### src/rtl/pmod_pkg.sv
// Shared types and width constants for the PMOD 74HC165 chain reader.
package pmod_pkg;

  typedef enum logic [2:0] {
    IDLE,
    LATCH,
    SETTLE,
    CLK_HI,
    CLK_LO,
    DONE
  } pmod_state_t;

  // Phase counter covers the full legal CLK_DIV range of 4..255.
  localparam int DIV_W = $clog2(256);

  // Bit counter must be able to hold the value BITS itself.
  function automatic int bit_w(input int bits);
    return $clog2(bits + 1);
  endfunction

endpackage

### src/rtl/pmod_shift_reader_sync_2ff.sv
// Multi-bit two-flop synchronizer for the asynchronous serial data lines.
module sync_2ff #(
  parameter int WIDTH = 1
) (
  input  logic             clk_in,
  input  logic             rst_in,
  input  logic [WIDTH-1:0] async_data,
  output logic [WIDTH-1:0] sync_data
);

  logic [WIDTH-1:0] meta_reg;
  logic [WIDTH-1:0] sync_reg;

  always_ff @(posedge clk_in or posedge rst_in) begin
    if (rst_in) begin
      meta_reg <= '0;
      sync_reg <= '0;
    end else begin
      meta_reg <= async_data;
      sync_reg <= meta_reg;
    end
  end

  assign sync_data = sync_reg;

endmodule

### src/rtl/pmod_shift_reader.sv
// Polls a 74HC165-style parallel-in/serial-out chain and presents each
// complete frame of NUM_CH x BITS bits with a one-cycle valid strobe.
module pmod_shift_reader
  import pmod_pkg::*;
#(
  parameter int CLK_DIV     = 4,
  parameter int BITS        = 8,
  parameter int NUM_CH      = 3,
  parameter int POLL_PERIOD = 100000
) (
  input  logic                   clk_in,
  input  logic                   rst_in,
  input  logic                   trigger_in,
  input  logic [NUM_CH-1:0]      ser_data_in,
  output logic                   ser_clk_out,
  output logic                   ser_latch_out,
  output logic [NUM_CH*BITS-1:0] data_out,
  output logic                   data_valid_out,
  output logic                   busy_out
);

  localparam int          BIT_W     = bit_w(BITS);
  localparam logic [31:0] POLL_LAST = 32'(POLL_PERIOD - 1);

  pmod_state_t state_reg, state_next;
  logic [DIV_W-1:0] phase_reg, phase_next;
  logic [BIT_W-1:0] bit_cnt_reg, bit_cnt_next;
  logic [31:0]      poll_reg, poll_next;
  logic             pending_reg, pending_next;

  logic             ser_clk_reg;
  logic             ser_latch_reg;
  logic             busy_reg;
  logic             valid_reg;
  logic [NUM_CH*BITS-1:0] data_reg;

  logic                   sample;
  logic                   phase_last;
  logic                   poll_hit;
  logic [NUM_CH-1:0]      data_sync;
  logic [NUM_CH*BITS-1:0] frame_next;

  sync_2ff #(
    .WIDTH (NUM_CH)
  ) u_sync (
    .clk_in     (clk_in),
    .rst_in     (rst_in),
    .async_data (ser_data_in),
    .sync_data  (data_sync)
  );

  assign phase_last = (phase_reg == DIV_W'(CLK_DIV - 1));
  assign poll_hit   = (POLL_PERIOD != 0) && (poll_reg == POLL_LAST);

  always_comb begin
    state_next   = state_reg;
    phase_next   = phase_last ? '0 : phase_reg + DIV_W'(1);
    bit_cnt_next = bit_cnt_reg;
    poll_next    = '0;
    pending_next = pending_reg | trigger_in;
    sample       = 1'b0;

    case (state_reg)
      IDLE: begin
        phase_next   = '0;
        pending_next = pending_reg;
        poll_next    = (POLL_PERIOD == 0 || poll_hit) ? '0 : poll_reg + 32'd1;
        if (poll_hit || trigger_in || pending_reg) begin
          state_next   = LATCH;
          pending_next = 1'b0;
          poll_next    = '0;
        end
      end
      LATCH: begin
        if (phase_last) state_next = SETTLE;
      end
      SETTLE: begin
        if (phase_last) begin
          sample       = 1'b1;
          bit_cnt_next = BIT_W'(1);
          state_next   = CLK_HI;
        end
      end
      CLK_HI: begin
        if (phase_last) state_next = CLK_LO;
      end
      CLK_LO: begin
        // Sampling at the very end of the low phase gives the chain and the
        // synchronizer the most time to settle after the rising edge.
        if (phase_last) begin
          sample       = 1'b1;
          bit_cnt_next = bit_cnt_reg + BIT_W'(1);
          state_next   = (bit_cnt_reg == BIT_W'(BITS - 1)) ? DONE : CLK_HI;
        end
      end
      DONE: begin
        phase_next   = '0;
        bit_cnt_next = '0;
        // A queued request chains straight into the next frame.
        if (pending_reg || trigger_in) begin
          state_next   = LATCH;
          pending_next = 1'b0;
        end else begin
          state_next   = IDLE;
        end
      end
      default: begin
        state_next   = IDLE;
        pending_next = 1'b0;
      end
    endcase
  end

  genvar gi;
  generate
    for (gi = 0; gi < NUM_CH; gi++) begin : g_ch
      logic [BITS-1:0] shift_reg;
      logic [BITS-1:0] shift_next;

      assign shift_next = sample ? {shift_reg[BITS-2:0], data_sync[gi]} : shift_reg;
      assign frame_next[gi*BITS +: BITS] = shift_next;

      always_ff @(posedge clk_in or posedge rst_in) begin
        if (rst_in) shift_reg <= '0;
        else        shift_reg <= shift_next;
      end
    end
  endgenerate

  // Outputs are decoded from the next state so they line up with the state.
  always_ff @(posedge clk_in or posedge rst_in) begin
    if (rst_in) begin
      state_reg     <= IDLE;
      phase_reg     <= '0;
      bit_cnt_reg   <= '0;
      poll_reg      <= '0;
      pending_reg   <= 1'b0;
      ser_clk_reg   <= 1'b0;
      ser_latch_reg <= 1'b0;
      busy_reg      <= 1'b0;
      valid_reg     <= 1'b0;
      data_reg      <= '0;
    end else begin
      state_reg     <= state_next;
      phase_reg     <= phase_next;
      bit_cnt_reg   <= bit_cnt_next;
      poll_reg      <= poll_next;
      pending_reg   <= pending_next;
      ser_clk_reg   <= (state_next == CLK_HI);
      ser_latch_reg <= (state_next == LATCH);
      busy_reg      <= (state_next != IDLE);
      valid_reg     <= (state_next == DONE);
      if (state_next == DONE) data_reg <= frame_next;
    end
  end

  assign ser_clk_out    = ser_clk_reg;
  assign ser_latch_out  = ser_latch_reg;
  assign busy_out       = busy_reg;
  assign data_valid_out = valid_reg;
  assign data_out       = data_reg;

endmodule

### config.mk
export PLATFORM = sky130hd
export DESIGN_NAME = pmod_shift_reader
export DESIGN_NICKNAME = d
export VERILOG_FILES = /design/src/rtl/pmod_pkg.sv /design/src/rtl/pmod_shift_reader_sync_2ff.sv /design/src/rtl/pmod_shift_reader.sv
export SDC_FILE = /design/constraint.sdc
export NUM_CORES = 1
export LEC_CHECK = 0
export CAP_MARGIN = 20
export CORE_UTILIZATION = 45
export DETAILED_ROUTE_END_ITERATION = 10
export PLACE_DENSITY_LB_ADDON = 0.1
export REMOVE_ABC_BUFFERS = 1
export SYNTH_ARGS = -nofsm -noshare
export SYNTH_HDL_FRONTEND = slang
export SYNTH_SLANG_ARGS = --single-unit
### constraint.sdc
create_clock -name clk_in -period 3.7 [get_ports clk_in]
set_clock_uncertainty 0.15 [all_clocks]
set_input_delay 0.555 -clock clk_in [delete_from_list [all_inputs] [get_ports clk_in]]
set_output_delay 0.555 -clock clk_in [all_outputs]
set_load 0.05 [all_outputs]
After elaboration in Yosys (flattened, before gate mapping)
Cells that the tools add are included.
{ "word_totals": {"word_cells": 67, "input_bits": 6, "register_bits": 106} }
{ "op_classes": {"n_bitwise": 1, "eq_ne": 14, "n_addsub": 3, "muxes": 24, "n_reduce_logical": 10} }
{ "op_table": {"columns": ["op", "n"], "rows": [
  ["32-bit 2-to-1 mux", 3],
  ["8-bit 2-to-1 mux", 5],
  ["32-bit by 1-bit adder with 32-bit output, second input constant", 1],
  ["32-bit by 17-bit == test with 1-bit output, second input constant", 1],
  ["3-bit 2-to-1 mux", 6],
  ["3-bit case mux with 6 select lines", 1],
  ["4-bit case mux with 3 select lines", 1],
  ["3-bit by 2-bit == test with 1-bit output, second input constant", 3],
  ["3-bit == test, second input constant", 3],
  ["8-bit by 1-bit adder with 8-bit output, second input constant", 1],
  ["8-bit by 2-bit == test with 1-bit output, second input constant", 1],
  ["4-bit 2-to-1 mux", 2],
  ["3-bit by 1-bit == test with 1-bit output, second input constant", 2],
  ["2-bit inequality test, second input constant", 3],
  ["3-bit nonzero test", 2],
  ["1-bit 2-to-1 mux", 5],
  ["4-bit by 1-bit adder with 4-bit output, second input constant", 1],
  ["4-bit by 3-bit == test with 1-bit output, second input constant", 1],
  ["2-bit OR reduction", 2],
  ["4-bit OR reduction", 1],
  ["3-bit zero test", 1],
  ["1-bit logical OR", 3],
  ["1-bit case mux with 3 select lines", 1],
  ["3-bit AND reduction", 1],
  ["1-bit bitwise OR", 1]
]} }

Logic depth before layout (Yosys ltp)
Gate-level depths: netlist of the first run.
{ "depth": {"ltp_word": 6, "ltp_mapped": 7, "depth_no_buf": 7} }

By module
A second synthesis of the first run with hierarchy kept.
{ "unflattened": {"hier_cells": 391, "hier_area_um2": 4687.0} }
{ "by_module_without_submodules": {"columns": ["module", "area_per_inst_um2", "cells_each", "n_inst"], "rows": [
  ["pmod_shift_reader", 4533.1, 384, 1],
  ["sync_2ff", 153.9, 7, 1]
]} }

Least setup slack after synthesis of the first run
Ideal clock, no wire load.
{ "synth_path": {"kind": "register -> register", "start": "register phase_reg[0]", "end": "register data_reg[18] (netlist: data_out[18])", "stages_incl_launch_ff": 7, "required_time_ps": 3423, "period_less_slack_ps": 2574, "setup_time_ps": 127, "n_path_buf": 1, "slack_ps": 1126, "t_arrival_ps": 2297, "path_cell_list": "dfrtp_1 ha_1 or3b_2 nor4_4 buf_2 mux2_2 mux2_1"} }
{ "synth_between": {"elab_chain_cells": 4} }
{ "synth_lines": {"columns": ["item", "line_no", "rtl"], "rows": [
  ["start: declaration", "pmod_shift_reader.sv:26", "logic [DIV_W-1:0] phase_reg, phase_next;"],
  ["start signal: assignment", "pmod_shift_reader.sv:145", "phase_reg <= phase_next;"],
  ["8-bit by 2-bit == test with 1-bit output", "pmod_shift_reader.sv:52", "assign phase_last = (phase_reg == DIV_W'(CLK_DIV - 1));"],
  ["1-bit 2-to-1 mux", "pmod_shift_reader.sv:78, pmod_shift_reader.sv:90", null],
  ["1-bit 2-to-1 mux", null, null],
  ["8-bit 2-to-1 mux", "pmod_shift_reader.sv:120", "assign shift_next = sample ? {shift_reg[BITS-2:0], data_sync[gi]} : shift_reg;"],
  ["net g_ch[2].shift_next[2]", "pmod_shift_reader.sv:118", "logic [BITS-1:0] shift_next;"],
  ["end signal: assignment", "pmod_shift_reader.sv:153", "if (state_next == DONE) data_reg <= frame_next;"],
  ["end: declaration", "pmod_shift_reader.sv:35", "logic [NUM_CH*BITS-1:0] data_reg;"]
]} }
The timed path passes the listed nets, and every way through them passes these cells.
A chain may end at the register's enable or synchronous reset.

Final worst setup path of the first run
{ "layout_path": {"start": "register phase_reg[0]", "end": "register data_reg[9] (netlist: data_out[9])"} }
{ "layout_between": {"elab_chain_cells": 4} }
{ "layout_lines": {"columns": ["item", "line_no", "rtl"], "rows": [
  ["8-bit by 2-bit == test with 1-bit output *", "pmod_shift_reader.sv:52", null],
  ["3-bit 2-to-1 mux, or another cell as far along", "pmod_shift_reader.sv:90", "if (phase_last) begin"],
  ["3-bit case mux with 6 select lines / 1-bit 2-to-1 mux (equally long branches)", null, null],
  ["3-bit == test / 8-bit 2-to-1 mux (equally long branches)", "pmod_shift_reader.sv:153, pmod_shift_reader.sv:120", null]
]} }
Mark *: on every way between the ends. The rest lies on a longest branch, timed or not.

==> results of run 1 <==
[power by group]
part	switching (mW)	internal [mW]	total, mW
combinational	0.0271	0.0136	0.0407
sequential	0.00538	1.17	1.18
clock	0.356	0.392	0.748
[metal layers]
metal,vias up,part of all wire (%)
li1,1391,-
met1,1440,50
met2,40,46
met3,5,3.2
met4,0,0.76
met5,-,0
[logic make-up after synthesis]
family | share of synthesized area, %
compound gates | 3.123
xor+xnor | 7.352
simple gates | 16.14
mux | 11.94
buf+inv | 2.018
flops | 58.60
fa+ha+maj | 0.8293
[cell type report]
| cell class | count | area [um^2] | share of cell area, % |
|---|---|---|---|
| inverters | 7 | 28.78 | 0.5521 |
| multi-input cells | 251 | 1783 | 34.21 |
| flip-flops and latches | 106 | 2653 | 50.89 |
| clock inverters | 3 | 65.06 | 1.248 |
| repair buffers | 39 | 375.4 | 7.201 |
| well taps | 133 | 166.4 | 3.193 |
| clock buffers | 11 | 141.4 | 2.712 |
[worst min-delay path by stage]
stage | start | end | slack, ns
3_3_place_gp | u_sync.meta_reg[0]$_DFF_PP0_ | u_sync.sync_data[0]$_DFF_PP0_ | 0.19
4_1_cts | u_sync.meta_reg[0]$_DFF_PP0_ | u_sync.sync_data[0]$_DFF_PP0_ | 0.21
3_5_place_dp | u_sync.meta_reg[2]$_DFF_PP0_ | u_sync.sync_data[2]$_DFF_PP0_ | 0.19
6_report | u_sync.meta_reg[0]$_DFF_PP0_ | u_sync.sync_data[0]$_DFF_PP0_ | 0.21
2_1_floorplan | u_sync.meta_reg[0]$_DFF_PP0_ | u_sync.sync_data[0]$_DFF_PP0_ | 0.18
5_1_grt | u_sync.meta_reg[2]$_DFF_PP0_ | u_sync.sync_data[2]$_DFF_PP0_ | 0.22
[cell usage in the layout (no fill, tap or decap), types with 6 or more instances in the layout]
| cell type | count |
|---|---|
| dfrtp_1 | 106 |
| nand3_1 | 24 |
| buf_4 | 6 |
| nand2_1 | 14 |
| and3_1 | 10 |
| clkdlybuf4s50_1 | 33 |
| nand4_1 | 12 |
| xor2_1 | 30 |
| xnor2_1 | 8 |
| nor3_1 | 6 |
| nor2_1 | 49 |
| mux2_2 | 47 |
| nor4_1 | 9 |
| clkbuf_8 | 10 |
| inv_1 | 6 |
==> impl_metrics.toml, run 1 <==
[status]
run_status = "completed"

[route]
ant_nets = 0
first_pass_iters = 4
wire_per_inst_um = 14.19
drcViolationCount = 0
drt_iter0_drc = 111
vias = 2876
viasPerCell = 5.229
drt_wl_total_um = 7807

[clock_tree]
cts_resized = 0
post_cts_buffers = 0
cts_max_level = 3
clock_path_buffers = 2
cts_buffers = 9
clk_latency_ns = 0.36
cts_tree = "done"
hold_buffers = 0
clock-sinks = 106
path_clk_slew_ns = 0.09
clock-root-buffer = "clkbuf_8"

[cells_and_area]
utilization_pct = 53.33
instances_no_fill = 550
fin_nets = 423
largest_register_ffs = 32
antenna_cells = 0
final_cell_area_um2 = 5213
areaGrowthSynthToFinish_pct = 15.15
drive_gt1_share_pct = 17.51
n_fill_cell = 878

[floorplan]
ios = 34
dieArea_um2 = 10460
die_w_um = 102.3
start_util_pct = 46.31
core_um2 = 9774
fp-row-count = 36
fp.dieH_um = 102.3

[worst_setup_path]
r2r_start = "phase_reg[0]$_DFF_PP0_"
critical_path.cell_chain = "ha_1 > or3b_2 > nor3_1 > a31oi_1 > a21oi_4 > buf_4 > mux2_2"
crit_buf_inv = 1
startpoint = "phase_reg[0]$_DFF_PP0_"
cp_data_required_time_ns = 3.79
critPathCaptureType = "register"
slowest_delay_ns = 0.52
cp_data_arrival_time_ns = 2.94
r2r_setup_slack_ns = 0.86
critPathTopFamily = "simple AND/OR/NAND/NOR gates"
start_kind = "register"
r2r-end = "data_out[9]$_DFFE_PP0N_"
cp_num_cells = 7
cpMaxStageDelayCell = "or3b_2"
critPathMaxFanout = 25
reg2reg_depth = 7
critical_path_class = "register to register"
crit_path_end = "data_out[9]$_DFFE_PP0N_"

[synth]
synth_most_common_cell = "dfrtp_1"
async_flop_share_pct = 100.0
syn_area_um2 = 4527
ys_top_cells_by_area = "dfrtp_1 (59%), mux2_2 (12%), xor2_1 (5.8%), nor2_1 (4.1%), nand3_1 (2.7%)"
synth.distinct_cells = 39
yosys_register_bits = 106
synth_edf_count = 0
yosys.area.top_type_share_pct = 58.60
syn_inst = 376
avgSynthCellArea_um2 = 12.04
synth_top_flop_cell = "dfrtp_1"
yosys_warnings = 0
ys_top_cells_by_count = "dfrtp_1 (106), nor2_1 (49), mux2_2 (47), xor2_1 (30), nand3_1 (24)"
synth_top_area_cell = "dfrtp_1"
ys_seq_area_share_pct = 58.60

[placed_design]
place_hpwl_um = 5135
placed_cell_area_um2 = 5006
place_inst = 536
dp_slack_ns = 0.8974
place.gp.congestion = 0.7875
io_buffer_count = 33

[sta]
fin_crit_ns = 2.843
slew_viol_final = 0
tns_ns = 0
tightest_slew_ns = 0.8734
timing.final.ws_setup_ns = 0.8573
grt_setup_unrepaired = "no"
finalHoldViolCount = 0
timing.hold.ws_ns = 0.2067
timing.final.crit_share_pct = 76.83
max_freq_ghz = 0.3518
setup_viol = 0
maxSlewHeadroom_pct = 41.78

[global_route]
grt_overflow_total = 0
grt_pass1_wl_um = 13500
use_met2_pct = 25.40
grt_pass1_vias = 2788
grt_use_total_pct = 16.78
grt_use_met3_pct = 4.720
grt_max_degree = 73
antenna_found_initial = 0
grt.busiest_layer = "met2"
use_met1_pct = 23.25

[min_path]
min_delay_path_depth = 0
hold_path_class = "register to register"

[power]
leakage_nw = 2.243
power_mw = 1.965
p_per_area_nw_per_um2 = 377.0
peakVddDrop_mv = 0.2503

[run]
drv_cap = 0
No activity file was read; power rests on OpenSTA's default activity.
==> run 2, diff against run 1 <==
==> constraint.sdc (replaced) <==
create_clock -name clk_in -period 2.37 [get_ports clk_in]
set_clock_uncertainty 0.15 [all_clocks]
set_input_delay 0.3555 -clock clk_in [delete_from_list [all_inputs] [get_ports clk_in]]
set_output_delay 0.3555 -clock clk_in [all_outputs]
set_load 0.05 [all_outputs]
==> impl_metrics.toml, run 2 (synthesized netlist as in run 1, its figures left out) <==
[status]
run_status = "finished with violations"
violations = "negative setup slack"

[placed_design]
place_hpwl_um = 5448
place.gp.congestion = 0.7854
placed_cell_area_um2 = 5249
dp_slack_ns = -0.1288
place_inst = 565
io_buffer_count = 33

[worst_setup_path]
cpMaxStageDelayCell = "or3b_4"
slowest_delay_ns = 0.41
start_kind = "register"
r2r-end = "data_out[10]$_DFFE_PP0N_"
reg2reg_depth = 9
critPathMaxFanout = 6
critPathCaptureType = "register"
r2r_setup_slack_ns = -0.15
cp_data_required_time_ns = 2.47
critical_path.cell_chain = "ha_2 > or3b_4 > nor4_4 > buf_4 > a311oi_4 > a21oi_4 > buf_6 > buf_12 > mux2_4"
critical_path_class = "register to register"
cp_data_arrival_time_ns = 2.62
r2r_start = "phase_reg[1]$_DFF_PP0_"

[sta]
timing.hold.ws_ns = 0.1844
tns_ns = -3.186
grt_setup_unrepaired = "yes"
timing.final.crit_share_pct = 106.4
tightest_slew_ns = 0.5010
maxSlewHeadroom_pct = 66.49
fin_crit_ns = 2.522
setup_viol = 24
max_freq_ghz = 0.3964
finalHoldViolCount = 0
timing.final.ws_setup_ns = -0.1524
slew_viol_final = 0

[run]
drv_cap = 0

[power]
leakage_nw = 2.541
p_per_area_nw_per_um2 = 513.4
power_mw = 2.999
peakVddDrop_mv = 0.4534

[floorplan]
ios = 34
core_um2 = 9774
fp-row-count = 36
start_util_pct = 46.31
fp.dieH_um = 102.3
die_w_um = 102.3
dieArea_um2 = 10460

[clock_tree]
clock_path_buffers = 2
cts_tree = "done"
hold_buffers = 0
clock-root-buffer = "clkbuf_8"
path_clk_slew_ns = 0.10
clk_latency_ns = 0.36
cts_buffers = 9
clock-sinks = 106
cts_max_level = 3

[cells_and_area]
largest_register_ffs = 32
areaGrowthSynthToFinish_pct = 29.02
final_cell_area_um2 = 5841
instances_no_fill = 597
final_common_cell = "dfrtp_1"
drive_gt1_share_pct = 28.02
fin_nets = 469
utilization_pct = 59.75
layout_common_cells = "dfrtp_1 (106), nor2_1 (49), buf_4 (42)"
antenna_cells = 0

[route]
ant_nets = 0
drt_wl_total_um = 8890
wire_per_inst_um = 14.89
drcViolationCount = 0
drt_iter0_drc = 57
first_pass_iters = 4
vias = 3060
viasPerCell = 5.126

[global_route]
grt_use_total_pct = 19.00
grt_max_degree = 47
antenna_found_initial = 0
grt_overflow_total = 0
grt_pass1_vias = 3210
grt_pass1_wl_um = 15120

[min_path]
hold_path_class = "input pin to async pin"
[run 2: worst max-delay path by stage]
stage                                start                  endpoint  slack [ns]  depth (start not counted)
floorplan           phase_reg[0]$_DFF_PP0_   data_out[0]$_DFFE_PP0N_       -1.01                          6
global placement    phase_reg[5]$_DFF_PP0_  data_out[18]$_DFFE_PP0N_       -0.11                          5
detailed placement  phase_reg[0]$_DFF_PP0_  data_out[18]$_DFFE_PP0N_       -0.13                          6
CTS                 phase_reg[1]$_DFF_PP0_  data_out[10]$_DFFE_PP0N_       -0.06                          9
global route        phase_reg[0]$_DFF_PP0_  data_out[10]$_DFFE_PP0N_       -0.22                          9
finish              phase_reg[1]$_DFF_PP0_  data_out[10]$_DFFE_PP0N_       -0.15                          9
[run 2: timing repair]
item	CTS	global route
pin swaps	8	4
setup buffers	10	5
hold endpoints to repair	0	0
gates cloned	4	0
gates resized for setup	44	4
endpoints found under the setup margin	24	28
[run 2: worst max-delay path: cells and delay by family, from the launching register on]
family	cells	cell delay [ns]
flip-flops	1	0.37
AND/OR/NAND/NOR	2	0.67
multiplexers	1	0.30
adder cells (fa/ha/maj)	1	0.18
AO/OA/AOI/OAI	2	0.25
buffers and inverters	3	0.46
[run 2: cell type report]
type,count,area [um^2]
multi-input cells,251,1949
flip-flops and latches,106,2653
well taps,133,166.4
inverters,7,28.78
repair buffers,85,849.6
fillers,804,3934
clock buffers,11,141.4
clock inverters,4,52.55
[run 2: report_power, final]
group | internal [mW] | total [mW] | switching (mW) | leakage [nW]
logic | 0.0268 | 0.0717 | 0.0449 | 1.07
registers | 1.83 | 1.84 | 0.00899 | 1.39
clock network | 0.512 | 1.09 | 0.579 | 0.0877
[run 2: metal layers]
metal | global-route usage, % | wire (um) | up-vias
met5 | 0 | 0 | -
met4 | 6.374 | 129 | 0
met3 | 4.104 | 221 | 12
met2 | 31.39 | 4321 | 36
met1 | 24.90 | 4217 | 1528
li1 | - | - | 1484
